## src/rtl/maxpool_pkg.sv

```systemverilog
// maxpool_pkg: definitions shared by the max-pool window scheduler.
//   state_t  - scheduler FSM state encoding
//   WIN_SIZE - pooling window edge length (windows are WIN_SIZE x WIN_SIZE)
package maxpool_pkg;

   typedef enum logic [1:0] {
      ST_IDLE  = 2'd0,
      ST_RUN   = 2'd1,
      ST_DRAIN = 2'd2,
      ST_DONE  = 2'd3
   } state_t;

   localparam int WIN_SIZE = 3;

endpackage

```

## src/rtl/pool_valid_pipe.sv

```systemverilog
// pool_valid_pipe: fixed-latency valid delay line that mirrors the max-pool
// datapath. The line shifts every cycle and ignores backpressure.
// Ports:
//   clk, rst  - clock, asynchronous active-high reset (clears the line)
//   in_valid  - window issued this cycle
//   out_valid - in_valid delayed by PIPE_LAT cycles
// PIPE_LAT must be at least 1.
module pool_valid_pipe #(
   parameter int PIPE_LAT = 4
) (
   input  logic clk,
   input  logic rst,
   input  logic in_valid,
   output logic out_valid
);

   logic [PIPE_LAT-1:0] shift_q;
   logic [PIPE_LAT-1:0] shift_d;

   // Next contents of the delay line: new bit enters at index 0.
   always_comb begin
      shift_d    = shift_q;
      shift_d[0] = in_valid;
      for (int i = 1; i < PIPE_LAT; i++) begin
         shift_d[i] = shift_q[i-1];
      end
   end

   // Delay line register.
   always_ff @(posedge clk or posedge rst) begin
      if (rst) begin
         shift_q <= '0;
      end else begin
         shift_q <= shift_d;
      end
   end

   assign out_valid = shift_q[PIPE_LAT-1];

endmodule

```

## src/rtl/maxpool_sched.sv

```systemverilog
// maxpool_sched: walks a 3x3 pooling window over an img_w x img_h feature map
// with step STRIDE, issuing one window origin per non-stalled cycle, then
// waits for the datapath to drain before pulsing done.
// Ports:
//   clk, rst            - clock, asynchronous active-high reset
//   start               - begin a pass (ignored while busy)
//   img_w, img_h        - map dimensions, sampled when start is accepted
//   stall               - backpressure; freezes window issue
//   busy, done, err     - pass status; err is meaningful while done is high
//   win_valid           - window issued this cycle
//   win_row, win_col    - top-left origin of the issued window
//   out_valid           - win_valid delayed by PIPE_LAT cycles
//   out_count           - out_valid pulses in the current pass (saturating)
//   stall_cycles        - stalled RUN cycles (only with MAXPOOL_SCHED_PERF_EN)
// Build option: define MAXPOOL_SCHED_PERF_EN to add the stall_cycles counter.
module maxpool_sched
   import maxpool_pkg::*;
#(
   parameter int DIM_W    = 8,
   parameter int STRIDE   = 2,
   parameter int PIPE_LAT = 4
) (
   input  logic             clk,
   input  logic             rst,
   input  logic             start,
   input  logic [DIM_W-1:0] img_w,
   input  logic [DIM_W-1:0] img_h,
   input  logic             stall,
   output logic             busy,
   output logic             done,
   output logic             err,
   output logic             win_valid,
   output logic [DIM_W-1:0] win_row,
   output logic [DIM_W-1:0] win_col,
   output logic             out_valid,
   output logic [15:0]      out_count
`ifdef MAXPOOL_SCHED_PERF_EN
   ,
   output logic [15:0]      stall_cycles
`endif
);

   // Two extra bits so origin + STRIDE + WIN_SIZE never overflows.
   localparam int SUM_W = DIM_W + 2;
   localparam int DRN_W = (PIPE_LAT > 1) ? $clog2(PIPE_LAT) : 1;

   state_t             state_q, state_d;
   logic [DIM_W-1:0]   img_w_q, img_w_d;
   logic [DIM_W-1:0]   img_h_q, img_h_d;
   logic [DIM_W-1:0]   row_q, row_d;
   logic [DIM_W-1:0]   col_q, col_d;
   logic               err_q, err_d;
   logic [15:0]        cnt_q, cnt_d;
   logic [DRN_W-1:0]   drain_q, drain_d;
`ifdef MAXPOOL_SCHED_PERF_EN
   logic [15:0]        stall_q, stall_d;
`endif

   logic               bad_dims;
   logic               col_wrap;
   logic               row_wrap;
   logic               last_win;
   logic               pipe_out;

   assign bad_dims = (img_w < DIM_W'(WIN_SIZE)) || (img_h < DIM_W'(WIN_SIZE));
   // A coordinate wraps when the next window would no longer fit in the map.
   assign col_wrap = (SUM_W'(col_q) + SUM_W'(STRIDE + WIN_SIZE)) > SUM_W'(img_w_q);
   assign row_wrap = (SUM_W'(row_q) + SUM_W'(STRIDE + WIN_SIZE)) > SUM_W'(img_h_q);
   assign last_win = col_wrap && row_wrap;

   // FSM state register.
   always_ff @(posedge clk or posedge rst) begin
      if (rst) begin
         state_q <= ST_IDLE;
      end else begin
         state_q <= state_d;
      end
   end

   // FSM next-state logic.
   always_comb begin
      state_d = state_q;
      case (state_q)
         ST_IDLE: begin
            if (start) begin
               state_d = bad_dims ? ST_DONE : ST_RUN;
            end else begin
               state_d = ST_IDLE;
            end
         end
         ST_RUN: begin
            if (!stall && last_win) begin
               state_d = ST_DRAIN;
            end else begin
               state_d = ST_RUN;
            end
         end
         ST_DRAIN: begin
            if (drain_q == DRN_W'(PIPE_LAT - 1)) begin
               state_d = ST_DONE;
            end else begin
               state_d = ST_DRAIN;
            end
         end
         ST_DONE:  state_d = ST_IDLE;
         default:  state_d = ST_IDLE;
      endcase
   end

   // FSM outputs.
   always_comb begin
      win_valid = 1'b0;
      busy      = 1'b1;
      done      = 1'b0;
      case (state_q)
         ST_IDLE:  busy      = 1'b0;
         ST_RUN:   win_valid = !stall;
         ST_DRAIN: busy      = 1'b1;
         ST_DONE:  done      = 1'b1;
         default:  busy      = 1'b0;
      endcase
   end

   // Coordinates, latched configuration, counters.
   always_comb begin
      img_w_d = img_w_q;
      img_h_d = img_h_q;
      row_d   = row_q;
      col_d   = col_q;
      err_d   = err_q;
      cnt_d   = cnt_q;
      drain_d = '0;
`ifdef MAXPOOL_SCHED_PERF_EN
      stall_d = stall_q;
`endif

      if (state_q == ST_DRAIN) begin
         drain_d = drain_q + DRN_W'(1);
      end else begin
         drain_d = '0;
      end

      // Coordinates hold on the final window so they stay in range.
      if (win_valid && !last_win) begin
         if (col_wrap) begin
            col_d = '0;
            row_d = row_q + DIM_W'(STRIDE);
         end else begin
            col_d = col_q + DIM_W'(STRIDE);
         end
      end else begin
         col_d = col_q;
      end

      if (pipe_out && (cnt_q != 16'hFFFF)) begin
         cnt_d = cnt_q + 16'd1;
      end else begin
         cnt_d = cnt_q;
      end

`ifdef MAXPOOL_SCHED_PERF_EN
      if ((state_q == ST_RUN) && stall && (stall_q != 16'hFFFF)) begin
         stall_d = stall_q + 16'd1;
      end else begin
         stall_d = stall_q;
      end
`endif

      if ((state_q == ST_IDLE) && start) begin
`ifdef MAXPOOL_SCHED_PERF_EN
         stall_d = 16'd0;
`endif
         if (bad_dims) begin
            err_d = 1'b1;
         end else begin
            err_d   = 1'b0;
            img_w_d = img_w;
            img_h_d = img_h;
            row_d   = '0;
            col_d   = '0;
            cnt_d   = 16'd0;
         end
      end else begin
         err_d = err_q;
      end
   end

   // Datapath registers.
   always_ff @(posedge clk or posedge rst) begin
      if (rst) begin
         img_w_q <= '0;
         img_h_q <= '0;
         row_q   <= '0;
         col_q   <= '0;
         err_q   <= 1'b0;
         cnt_q   <= 16'd0;
         drain_q <= '0;
`ifdef MAXPOOL_SCHED_PERF_EN
         stall_q <= 16'd0;
`endif
      end else begin
         img_w_q <= img_w_d;
         img_h_q <= img_h_d;
         row_q   <= row_d;
         col_q   <= col_d;
         err_q   <= err_d;
         cnt_q   <= cnt_d;
         drain_q <= drain_d;
`ifdef MAXPOOL_SCHED_PERF_EN
         stall_q <= stall_d;
`endif
      end
   end

   pool_valid_pipe #(
      .PIPE_LAT (PIPE_LAT)
   ) u_valid_pipe (
      .clk       (clk),
      .rst       (rst),
      .in_valid  (win_valid),
      .out_valid (pipe_out)
   );

   assign out_valid = pipe_out;
   assign out_count = cnt_q;
   assign err       = err_q;
   assign win_row   = row_q;
   assign win_col   = col_q;
`ifdef MAXPOOL_SCHED_PERF_EN
   assign stall_cycles = stall_q;
`endif

endmodule

```

## config.mk

```make
export PLATFORM = sky130hd
export DESIGN_NAME = maxpool_sched
export DESIGN_NICKNAME = d
export VERILOG_FILES = /design/src/rtl/maxpool_pkg.sv /design/src/rtl/pool_valid_pipe.sv /design/src/rtl/maxpool_sched.sv
export SDC_FILE = /design/constraint.sdc
export NUM_CORES = 1
export LEC_CHECK = 0
export BUFFER_PORTS_ARGS = -buffer_cell sky130_fd_sc_hd__clkbuf_2
export CAP_MARGIN = 10
export CORE_ASPECT_RATIO = 0.8
export CORE_MARGIN = 4
export CORE_UTILIZATION = 53
export DETAILED_ROUTE_END_ITERATION = 16
export PLACE_DENSITY = 0.76
export SLEW_MARGIN = 15
export SYNTH_ARGS = -nofsm -noshare
export SYNTH_HDL_FRONTEND = slang
export SYNTH_SLANG_ARGS = --single-unit
```

## constraint.sdc

```tcl
create_clock -name clk -period 7.9 [get_ports clk]
set_input_delay 0 -clock clk [delete_from_list [all_inputs] [get_ports clk]]
set_output_delay 0 -clock clk [all_outputs]
set_load 0.01 [all_outputs]
```

# == Yosys cells after proc, flatten, opt, wreduce, memory -nomap -nowiden ==
# Cells that the tools add are included.
# classes
add_sub_neg,6
n_lt_le_gt_ge,4
n_eq_ne,5
muxes,21
n_bitwise,1
n_reduce_logical,10
# op_table
operator,n
$mux W8,8
$mux W16,3
$add A8 B3 Y9 const B,2
$gt A9 B8 Y1,2
$add A16 B1 Y16 const B,1
$add A8 B2 Y8 const B,2
$lt A8 B2 Y1 const B,2
$ne A16 B16 Y1 const B,1
$mux W2,4
$pmux W2 S4,1
$eq A2 B2 Y1 const B,3
$logic_and A1 B1 Y1,5
$mux W1,5
$add A2 B1 Y2 const B,1
$eq A2 B1 Y1 const B,1
$logic_not A1 Y1,2
$logic_not A2 Y1,1
$reduce_and A2 Y1,1
$logic_or A1 B1 Y1,1
$not A1 Y1,1
# totals
reg_bits,57
out_inout_bits,37
word_cells,56

# == Logic depth before layout (Yosys ltp) ==
# Gate-level depths: netlist of the first run.
# depth
ltp_word,8
ltp_mapped,14
depth_no_buf,12

# == Cells and area by module ==
# From an unflattened synthesis of the first run, not the netlist that was laid out.
# unflattened
cells_unflattened,340
hier_area_um2,3215.6
# modules_own_cells
mod,instances,cells_each,area_per_inst_um2
maxpool_sched,1,335,3111.7
pool_valid_pipe,1,5,103.8

# == Worst setup path after synthesis of the first run ==
# No wires, ideal clock.
# synth_path
path_type,flip-flop to flip-flop
start,reg col_q[2] (netlist: win_col[2])
end,reg row_q[6] (netlist: win_row[6])
arrival_time_ns,2.765
required_ns,7.821
slack_ns,5.056
stages_incl_launch_ff,15
synth_period_minus_slack_ns,2.844
cell_sequence,dfrtp_1 > buf_6 > inv_1 > ha_1 > a21oi_1 > nor3_1 > xor2_1 > ha_1 > nand3_1 > a211oi_2 > o41a_4 > nand4_2 > buf_6 > or3_1 > a21oi_1
# synth_via
elab_chain_len,8
# synth_lines
item,line_no,text
from (decl),maxpool_sched.sv:51,"logic [DIM_W-1:0] col_q, col_d;"
from (signal assigned),maxpool_sched.sv:205,col_q <= col_d;
$add A8 B3 Y9 *,maxpool_sched.sv:67,assign col_wrap = (SUM_W'(col_q) + SUM_W'(STRIDE + WIN_SIZE)) > SUM_W'(img_w_q);
$gt A9 B8 Y1 *,maxpool_sched.sv:67,
$logic_and A1 B1 Y1,maxpool_sched.sv:69,assign last_win = col_wrap && row_wrap;
$logic_not A1 Y1,maxpool_sched.sv:144,if (win_valid && !last_win) begin
$logic_and A1 B1 Y1,maxpool_sched.sv:144,
$mux W8 *,maxpool_sched.sv:144,
$mux W8,maxpool_sched.sv:173,if (bad_dims) begin
$mux W8 *,maxpool_sched.sv:169,if ((state_q == ST_IDLE) && start) begin
net row_d[6],maxpool_sched.sv:50,"logic [DIM_W-1:0] row_q, row_d;"
to (signal assigned),maxpool_sched.sv:204,row_q <= row_d;
to (decl),maxpool_sched.sv:50,
# Mark *: on every way through the listed nets, which the timed path passes. The rest lies on a longest branch.
# A chain may end at the register's enable or synchronous reset.

# == Worst setup path after layout of the first run ==
# layout_path
start,reg col_q[2] (netlist: win_col[2])
end,reg row_q[5] (netlist: win_row[5])
# The elaborated chain is that of the path after synthesis.

==> qor.csv, run 1 <==
stage;metric;value;unit
layout;fill_cells;472;
worst_hold_path;hold_class;reg2reg;
synth;synth.distinct_cells;51;
floorplanning;initial_utilization;56.5;%
synth;synth-seq-area-share;43.9;%
layout;area_delta_synth_final;18.2;%
power;p_switching;602;µW
synth;synth_area_leader_cell;dfrtp_1;
power;p_leak;0.00182;µW
layout;antenna_cells;0;
clock_network;cts_setup_buffers;0;
sta;fin_skew;0.00506;ns
routing;wl_per_cell;14.6;µm
clock_network;clock_tree.buffer_depth;2;
floorplanning;die_w;94.7;µm
power;p_clk_share;11.8;%
routing;drt-initial-drc-count;167;
setup_path;worstSetupPathType;reg2reg;
clock_network;cts_inserted_buffers;5;
synth;yosys-top-cells-count;56 x dfrtp_1, 40 x nand2_1, 24 x inv_1;
synth;ys_ff_latch;56;
clock_network;postCtsResizedCells;0;
synth;synth_flop_cell;dfrtp_1;
sta;finalCriticalPeriod;3.16;ns
power;design_power_total;1360;µW
power;combPwrFrac;48.7;%
routing;via_count;2651;
global_routing;grt_pass1_vias;2548;
sta;slew_viol_final;0;
synth;synth-edff-count;0;
placed_design;hpwl;5.02;mm
synth;syn-num-nets;377;
clock_network;htree_levels;2;
routing;firstDrtPassIters;6;
setup_path;start_kind;register;
setup_path;critPathArrivalTime;3.40;ns
synth;synth_area_leaders;dfrtp_1 44%, ha_1 8.6%, nand2_1 4.7%;
synth;synth.avg_cell_area;9.52;µm²
synth;synthArstFlopShare;100;%
sta;fmax;317;MHz
power;p_sw_share;44.4;%
floorplanning;dieArea;7330;µm²
power;vdd_ir_drop_max;0.000192;V
setup_path;cp-end-kind;register;
clock_network;hold_buffers;19;
synth;netlist_area;3190;µm²
sta;grt_setup_unrepaired;no;
global_routing;grt-ovfl-total;0;
sta;worstMarginPinSlew;0.712;ns
clock_network;cts_sinks;56;
sta;hold_viol;0;
routing;routed_wl;7.06;mm
routing;routed_via_density;5.48;
routing;ant_nets;0;
floorplanning;rows;24;
clock_network;insertion_delay;0.31;ns
setup_path;worstPathMaxFanout;11;
job;max_cap_viol_count;0;
layout;nets;447;
global_routing;grt_use_total;20.1;%
power;internal_power;755;µW
power;powerDensity;360;nW/µm²
sta;relSlewSlack;52.5;%
synth;synth.most_common_cell;dfrtp_1;
global_routing;antenna_found_initial;0;
floorplanning;core_area;5650;µm²
routing;drc_errors;0;
synth;synthCells;335;
sta;fin_crit_sh;40.0;%
clock_network;clk_pin_slew;0.10;ns
power;seq_power_share;39.5;%
layout;drive_gt1_share;18.5;%
floorplanning;io_pins;57;
floorplanning;die_h;77.4;µm
placed_design;io_buffers;55;
synth;yosys_warnings;0;
sta;setup_tns;0;ns
synth;synth_top_area_share;43.9;%
placed_design;place_congestion;0.815;
global_routing;grt_pass1_wl;12.0;mm
setup_path;required;8.14;ns
run_status;status;completed;
global_routing;grt_max_degree;57;
clock_network;tritoncts;done;
sta;setup_viol;0;
clock_network;clock-root-buffer;clkbuf_8;
-- critical path, stage by stage (launching register included) --
cell      delay [ns]
dfrtp_1         0.53
inv_1           0.08
ha_1            0.18
a21oi_1         0.26
nor3_1          0.12
xor2_1          0.15
ha_1            0.30
nand3_1         0.13
a211oi_2        0.31
o41a_4          0.23
nand4_2         0.24
or3_1           0.41
a21oi_1         0.15
-- kinds of logic (layout without fill, tap and decap cells) --
| logic type | count (synthesis) | count (layout) | share of synthesized area [%] |
|---|---|---|---|
| AOI/OAI and AO/OA | 70 | 70 | 15.1 |
| muxes | 3 | 3 | 0.981 |
| adders and majority gates | 22 | 22 | 8.63 |
| buffers and inverters | 37 | 108 | 5.53 |
| and+or+nand+nor | 121 | 121 | 18.8 |
| DFF | 56 | 56 | 43.9 |
| xor gates and xnor gates | 25 | 25 | 6.87 |
| other | 1 | 1 | 0.118 |
-- placed cells by master (no fill, tap or decap), types with 13 or more instances in the layout --
cell           synthesis  routed
ha_1                  22      22
clkbuf_2               0      55
xnor2_1               13      13
inv_1                 24      23
nand2_1               40      40
nor2_1                21      21
a21oi_1               14      14
nand3_1               18      18
dfrtp_1               56      56
o21ai_0               22      22
dlygate4sd3_1          0      19
-- per-layer routing --
layer	part of all wire, %	track usage, %	up-vias
li1	-	-	1308
met1	48	28.9	1250
met2	46	31.7	84
met3	5.6	3.48	9
met4	1.2	5.48	0
met5	0	0	-
-- cell type report --
| class | count | area (µm²) | area share [%] |
|---|---|---|---|
| multi-input combinational | 242 | 1610 | 42.7 |
| sequential | 56 | 1400 | 37.2 |
| timing repair buffer | 76 | 480 | 12.7 |
| tap | 78 | 97.6 | 2.59 |
| inverter | 24 | 90.1 | 2.39 |
| clock buffer | 6 | 72.6 | 1.92 |
| clock inverter | 2 | 16.3 | 0.431 |
-- final timing paths --
| path | start | endpoint | slack, ns | cells after the start |
|---|---|---|---|---|
| max in group asynchronous | rst | win_col[3] | 7.02 | 4 |
| min in group asynchronous | rst | out_count[14] | 0.41 | 4 |
| min | u_valid_pipe.shift_q[2] | u_valid_pipe.shift_q[3] | 0.36 | 0 |
| min reg2reg | u_valid_pipe.shift_q[2] | u_valid_pipe.shift_q[3] | 0.36 | 0 |
| max reg2reg | win_col[2] | win_row[5] | 4.74 | 12 |
| max | win_col[2] | win_row[5] | 4.74 | 12 |
-- stage by stage --
step | hold WS [ns] | instance area, µm² | std cells | worst slack [ns] | util, %
6_report | 0.364 | 3770 | 484 | 4.74 | 66.8
5_1_grt | 0.379 | 3770 | 484 | 4.52 | 66.8
3_3_place_gp | 0.217 | 3490 | 457 | 4.96 | 61.8
3_5_place_dp | 0.226 | 3490 | 457 | 4.78 | 61.8
2_1_floorplan | 0.105 | 3190 | 335 | 5.06 | -
4_1_cts | 0.358 | 3770 | 484 | 4.75 | 66.8
-- state kept, by name (all words and copies together) (netlist names) --
name,flops
win_row,7
img_h_q,8
state_q,2
drain_q,2
out_count,16
img_w_q,8
u_valid_pipe.shift_q,4
err,1
win_col,8
-- power by group through the flow --
stage                     registers, µW  clock network (µW)  logic (µW)
after floorplan                     528                   0         482
after global placement              532                   0         626
after detailed placement            540                   0         653
after CTS                           534                 165         663
after global routing                558                 176         742
final                               536                 160         660
Note: power is estimated with default switching activity, not from simulation.
==> inputs of run 2 (changes only) <==
ABC_AREA = 1   (was unset)
CORE_UTILIZATION = 51   (was 53)
clock period = 2.9 ns   (was 7.9 ns; I/O delays follow)
==> qor.csv, run 2 <==
stage;metric;value;unit;change
layout;fill_cells;593;;+26%
global_routing;antenna_found_initial;0;;unchanged
sta;relSlewSlack;55.9;%;+3.3 points
sta;finalCriticalPeriod;2.62;ns;-0.535 ns
placed_design;place_congestion;0.891;;+9.2%
sta;slew_viol_final;0;;unchanged
routing;routed_wl;7.60;mm;+7.6%
setup_path;worstSetupPathType;reg2reg;;
synth;syn-num-nets;493;;+31%
setup_path;required;3.11;ns;-5.03 ns
clock_network;cts_setup_buffers;0;;unchanged
setup_path;critPathArrivalTime;2.83;ns;-0.57 ns
placed_design;hpwl;5.72;mm;+14%
setup_path;timing.rr.start;win_col[2];;
clock_network;insertion_delay;0.30;ns;about the same
run_status;status;completed;;
layout;drive_gt1_share;20.2;%;+1.7 points
synth;synth_flop_cell;dfrtp_1;;
global_routing;grt-ovfl-total;0;;unchanged
synth;synth_area_leaders;dfrtp_1 40%, nand2_1 11%, ha_1 7.8%;;
setup_path;start_kind;register;;
global_routing;grt_max_degree;45;;-21%
floorplanning;rows;26;;+8.3%
synth;synth_area_leader_cell;dfrtp_1;;
power;p_leak;0.00214;µW;+17%
synth;yosys_warnings;0;;unchanged
synth;synthCells;451;;+35%
sta;fin_crit_sh;90.5;%;+50 points
synth;ys_ff_latch;56;;unchanged
setup_path;crit_buf_inv;2;;+1
setup_path;cp-end-kind;register;;
synth;synthArstFlopShare;100;%;unchanged
power;vdd_ir_drop_max;0.000344;V;+79%
power;powerDensity;762;nW/µm²;+110%
sta;worstMarginPinSlew;0.661;ns;-0.0507 ns
routing;drc_errors;0;;unchanged
sta;setup_viol;0;;unchanged
layout;area_delta_synth_final;17.2;%;
floorplanning;initial_utilization;53.8;%;-2.7 points
routing;ant_nets;0;;unchanged
placed_design;io_buffers;55;;unchanged
routing;via_count;3029;;+14%
setup_path;reg2reg_to;win_row[6];;
layout;antenna_cells;0;;unchanged
routing;drt-initial-drc-count;154;;-7.8%
routing;firstDrtPassIters;4;;-2
sta;holdWs;0.0873;ns;-0.277 ns
job;max_cap_viol_count;0;;unchanged
layout;layout_common_cells;99 x nand2_1, 61 x nor2_1, 56 x inv_1;;
setup_path;path_depth;15;;+3
setup_path;critPathTopFamily;simple AND/OR/NAND/NOR gates;;
sta;fmax;381;MHz;+20%
clock_network;cts_sinks;56;;unchanged
synth;synth_top_area_share;39.9;%;-4.1 points
floorplanning;dieArea;8290;µm²;+13%
clock_network;clock_tree.buffer_depth;2;;unchanged
sta;fin_skew;0.00901;ns;+0.00394 ns
layout;largest_reg_flops;16;;unchanged
clock_network;htree_levels;2;;unchanged
setup_path;crit_path_end;win_row[6];;
sta;grt_setup_unrepaired;no;;
synth;synth.distinct_cells;33;;-35%
sta;hold_viol;0;;unchanged
sta;setup_tns;0;ns;unchanged
layout;final_common_cell;nand2_1;;
clock_network;clock-root-buffer;clkbuf_8;;
global_routing;grt_use_total;19.2;%;-0.99 points
synth;yosys-top-cells-count;99 x nand2_1, 61 x nor2_1, 57 x inv_1;;
setup_path;path_cells;inv_1 -> ha_1 -> a21oi_2 -> nor3_1 -> xor2_1 -> ha_1 -> inv_1 -> nor3_1 -> nand2_1 -> nand2_4 -> nand3_4 -> nor2_8 -> nand3_1 -> nand2_1 -> nor2_1;;
global_routing;grt_pass1_wl;12.8;mm;+7.2%
synth;synth-edff-count;0;;unchanged
floorplanning;die_h;82.3;µm;+6.3%
clock_network;cts_inserted_buffers;5;;unchanged
setup_path;critPathLaunch;win_col[2];;
setup_path;critPathMaxStageDelay;0.46;ns;-0.07 ns
layout;nets;566;;+27%
floorplanning;die_w;101;µm;+6.4%
floorplanning;io_pins;57;;unchanged
routing;wl_per_cell;12.5;µm;-14%
clock_network;tritoncts;done;;
global_routing;grt_pass1_vias;2807;;+10%
floorplanning;core_area;6540;µm²;+16%
setup_path;worstPathMaxFanout;8;;-3
setup_path;rr_worst_depth;15;;+3
synth;netlist_area;3520;µm²;+10%
worst_hold_path;hold_class;in2reg;;
routing;routed_via_density;4.97;;-9.2%
synth;synth.avg_cell_area;7.80;µm²;-18%
setup_path;cp_slowest_cell;dfrtp_2;;
synth;synth.most_common_cell;nand2_1;;
clock_network;clk_pin_slew;0.10;ns;about the same
setup_path;rrSetupSlack;0.28;ns;-4.47 ns
synth;synth-seq-area-share;39.9;%;-4.1 points
[run 2: cell types whose count changed in the layout (fill, tap and decap cells not counted), moves of 8 or more]
cell	previous run	this run
inv_1	23	56
nand2_1	40	99
xnor2_1	13	5
and3_1	9	0
nand2_2	0	8
nor2_1	21	61
a21oi_1	14	23
[run 2: area by class of cell]
type                       instances  area [µm²]  area share, %
clock buffer                       6        82.6           2.00
clock inverter                     2        10.0          0.243
inverter                          62         233           5.65
multi-input combinational        322        1800           43.7
sequential                        56        1400           34.0
tap                               84         105           2.55
timing repair buffer              77         485           11.8
[run 2: per-layer routing]
metal  vias up  routed length, µm  global-route usage (%)
met3         5                291                    2.94
li1       1566                  -                       -
met2        56               3500                    31.6
met1      1402               3750                    26.9
met5         -                  0                       0
met4         0                 57                    4.04
[run 2: logic make-up after synthesis]
| family | after synthesis | share of synthesized area (%) |
|---|---|---|
| flops | 56 | 39.9 |
| xor+xnor | 15 | 3.74 |
| other cells | 1 | 0.107 |
| simple gates | 227 | 30.5 |
| fa+ha+maj | 22 | 7.83 |
| compound gates | 57 | 9.00 |
| buf+inv | 73 | 9.00 |
[run 2: report_power, final]
part / switching [µW] / internal [µW] / leakage (µW)
Combinational: 887 / 566 / 0.00137
Clock: 250 / 191 / 0.0000510
Sequential: 223 / 1020 / 0.000715
[run 2: stage by stage]
| stage | instances | area (µm²) | setup slack (ns) | total power, µW | utilization [%] |
|---|---|---|---|---|---|
| after floorplan | 451 | 3520 | 0.377 | 2320 | - |
| after global placement | 583 | 3840 | 0.310 | 2630 | 58.8 |
| final | 609 | 4120 | 0.277 | 3140 | 63.0 |
| after detailed placement | 583 | 3840 | 0.163 | 2690 | 58.8 |
| after CTS | 609 | 4120 | 0.148 | 3160 | 62.9 |
| after global routing | 609 | 4120 | 0.0486 | 3420 | 63.0 |
[run 2: worst register-to-register path, cell delays in order (launching register included)]
cell and delay (ns):
dfrtp_2 0.46, inv_1 0.09, ha_1 0.21, a21oi_2 0.21, nor3_1 0.08, xor2_1 0.15, ha_1 0.32, inv_1 0.06
nor3_1 0.20, nand2_1 0.16, nand2_4 0.14, nand3_4 0.11, nor2_8 0.15, nand3_1 0.08, nand2_1 0.06, nor2_1 0.05
[run 2: worst min-delay path by stage]
stage / start / to / slack, ns / cells past startpoint
5_1_grt: start / state_q[0] / 0.13 / 3
3_3_place_gp: rst / img_h_q[4] / 0.03 / 2
4_1_cts: start / state_q[0] / 0.09 / 3
2_1_floorplan: stall / win_valid / 0.05 / 1
6_report: start / state_q[0] / 0.09 / 3
3_5_place_dp: rst / img_h_q[4] / 0.04 / 2
[run 2: timing repair]
item	4_1_cts	5_1_grt
hold endpoints to repair	40	0
hold buffers	18	0
endpoints found under the setup margin	0	15
resized for setup	0	2
==> inputs of run 3 (changes only) <==
ABC_AREA = unset   (was 1)
PLACE_DENSITY = 0.77   (was 0.76)
==> qor.csv, run 3 (synthesized netlist as in run 1, its figures left out) <==
stage;metric;value;unit;change
placed_design;place_congestion;0.788;;-12%
floorplanning;initial_utilization;53.4;%;-0.39 points
setup_path;required;3.14;ns;+0.03 ns
sta;fin_skew;0.0126;ns;+0.00356 ns
layout;stdcell_area;3990;µm²;-3.1%
sta;setup_viol;0;;unchanged
floorplanning;io_pins;57;;unchanged
sta;worstMarginPinSlew;0.841;ns;+0.179 ns
routing;wl_per_cell;14.7;µm;+18%
layout;layout_common_cells;55 x dfrtp_1, 55 x clkbuf_2, 40 x nand2_1;;
placed_design;placed_cell_area;3560;µm²;-7.3%
layout;drive_gt1_share;24.3;%;+4.2 points
global_routing;antenna_found_initial;0;;unchanged
global_routing;grt_util_met2;31.3;%;-0.31 points
layout;final_cell_count_no_fill;500;;-18%
sta;finalCriticalPeriod;2.78;ns;+0.153 ns
clock_network;clock_tree.buffer_depth;2;;unchanged
global_routing;grt_pass1_wl;12.0;mm;-6.6%
routing;drc_errors;0;;unchanged
global_routing;grt_use_met3;3.79;%;+0.85 points
sta;fin_crit_sh;95.7;%;+5.3 points
floorplanning;die_w;96.4;µm;-4.4%
global_routing;grt-ovfl-total;0;;unchanged
layout;antenna_cells;0;;unchanged
sta;hold_viol;0;;unchanged
floorplanning;core_area;5970;µm²;-8.6%
sta;slew_viol_final;0;;unchanged
routing;drt-initial-drc-count;78;;-49%
layout;largest_reg_flops;16;;unchanged
sta;relSlewSlack;43.9;%;-12 points
run_status;status;completed;;
floorplanning;die_h;78.7;µm;-4.3%
power;p_leak;0.00191;µW;-11%
global_routing;use_met1;28.1;%;+1.2 points
layout;post-route-util;66.8;%;+3.8 points
global_routing;grt_most_used_layer;met2;;
power;vdd_ir_drop_max;0.000514;V;+49%
global_routing;grt_use_total;19.7;%;+0.51 points
placed_design;io_buffers;55;;unchanged
routing;routed_wl;7.36;mm;-3.2%
routing;routed_via_density;5.40;;+8.7%
setup_path;start_kind;register;;
routing;via_count;2702;;-11%
worst_hold_path;hold_class;in2reg;;
clock_network;tritoncts;done;;
sta;setup_tns;0;ns;unchanged
setup_path;worstSetupPathType;reg2reg;;
clock_network;cts_sinks;56;;unchanged
layout;nets;460;;-19%
layout;fill_cells;477;;-20%
clock_network;cts_inserted_buffers;5;;unchanged
clock_network;clk_pin_slew;0.10;ns;about the same
floorplanning;rows;25;;-3.8%
setup_path;critPathArrivalTime;3.02;ns;+0.19 ns
power;powerDensity;1000;nW/µm²;+32%
floorplanning;dieArea;7590;µm²;-8.5%
setup_path;cp-end-kind;register;;
clock_network;clock-root-buffer;clkbuf_8;;
clock_network;insertion_delay;0.31;ns;about the same
sta;fmax;360;MHz;-5.5%
job;max_cap_viol_count;0;;unchanged
setup_path;worstPathMaxFanout;5;;-3
clock_network;htree_levels;2;;unchanged
global_routing;grt_max_degree;47;;+4.4%
routing;firstDrtPassIters;4;;unchanged
routing;ant_nets;0;;unchanged
layout;area_delta_synth_final;25.2;%;
global_routing;grt_pass1_vias;2628;;-6.4%
placed_design;hpwl;5.21;mm;-8.9%
placed_design;place_inst;469;;-20%
==> run 3: per-layer routing <==
layer | wire, µm | up-vias
met5 | 0 | -
met4 | 95 | 0
met3 | 329 | 11
met2 | 3360 | 64
met1 | 3580 | 1292
li1 | - | 1335
==> run 3: through the flow <==
stage / hold slack (ns) / setup WS [ns] / power (µW)
after CTS: 0.00196 / 0.00293 / 3810
after global placement: 0.196 / 0.0997 / 3240
final: 0.0117 / 0.123 / 4010
after detailed placement: 0.202 / -0.0837 / 3330
after floorplan: 0.105 / 0.0565 / 2750
after global routing: 0.0137 / -0.00180 / 4350
==> run 3: critical path, cell delays in order (launching register included) <==
cell	delay, ns
dfrtp_1	0.39
and3_4	0.20
and2_4	0.16
nand2_1	0.09
xnor2_2	0.25
ha_4	0.25
and3_4	0.20
a221oi_4	0.30
o2bb2ai_4	0.19
nand4_4	0.15
or3_4	0.41
a21oi_2	0.12
==> run 3: area by class of cell <==
type,count,area (µm²),area share (%)
Clock buffer,6,82.6,2.07
Clock inverter,2,13.8,0.345
Inverter,24,90.1,2.26
Multi-Input combinational cell,242,1720,43.2
Sequential cell,56,1400,35.1
Tap cell,81,101,2.54
Timing Repair Buffer,89,579,14.5
==> run 3: what timing repair did <==
item / 4_1_cts / 5_1_grt
pin swaps: 1 / 9
hold buffers: 18 / 0
endpoints found under the setup margin: 3 / 12
resized for setup: 0 / 20
endpoints found under the hold margin: 56 / 0
buffers inserted: 1 / 4
==> run 3: path summary, 6_finish.rpt <==
check | start | slack, ns | to | cells after the start
worst max-delay path | win_row[5] | 0.12 | win_row[5] | 11
worst min-delay path | start | 0.01 | err | 3
worst max register to register | win_row[5] | 0.12 | win_row[5] | 11
worst min register to register | u_valid_pipe.shift_q[1] | 0.35 | u_valid_pipe.shift_q[2] | 0
max in group asynchronous | rst | 1.78 | out_count[10] | 4
min in group asynchronous | rst | 0.39 | img_w_q[3] | 3
==> run 3: power breakdown <==
group | internal [µW] | switching (µW) | total (µW)
registers | 1100 | 292 | 1400
clock network | 196 | 259 | 455
logic | 944 | 1210 | 2160
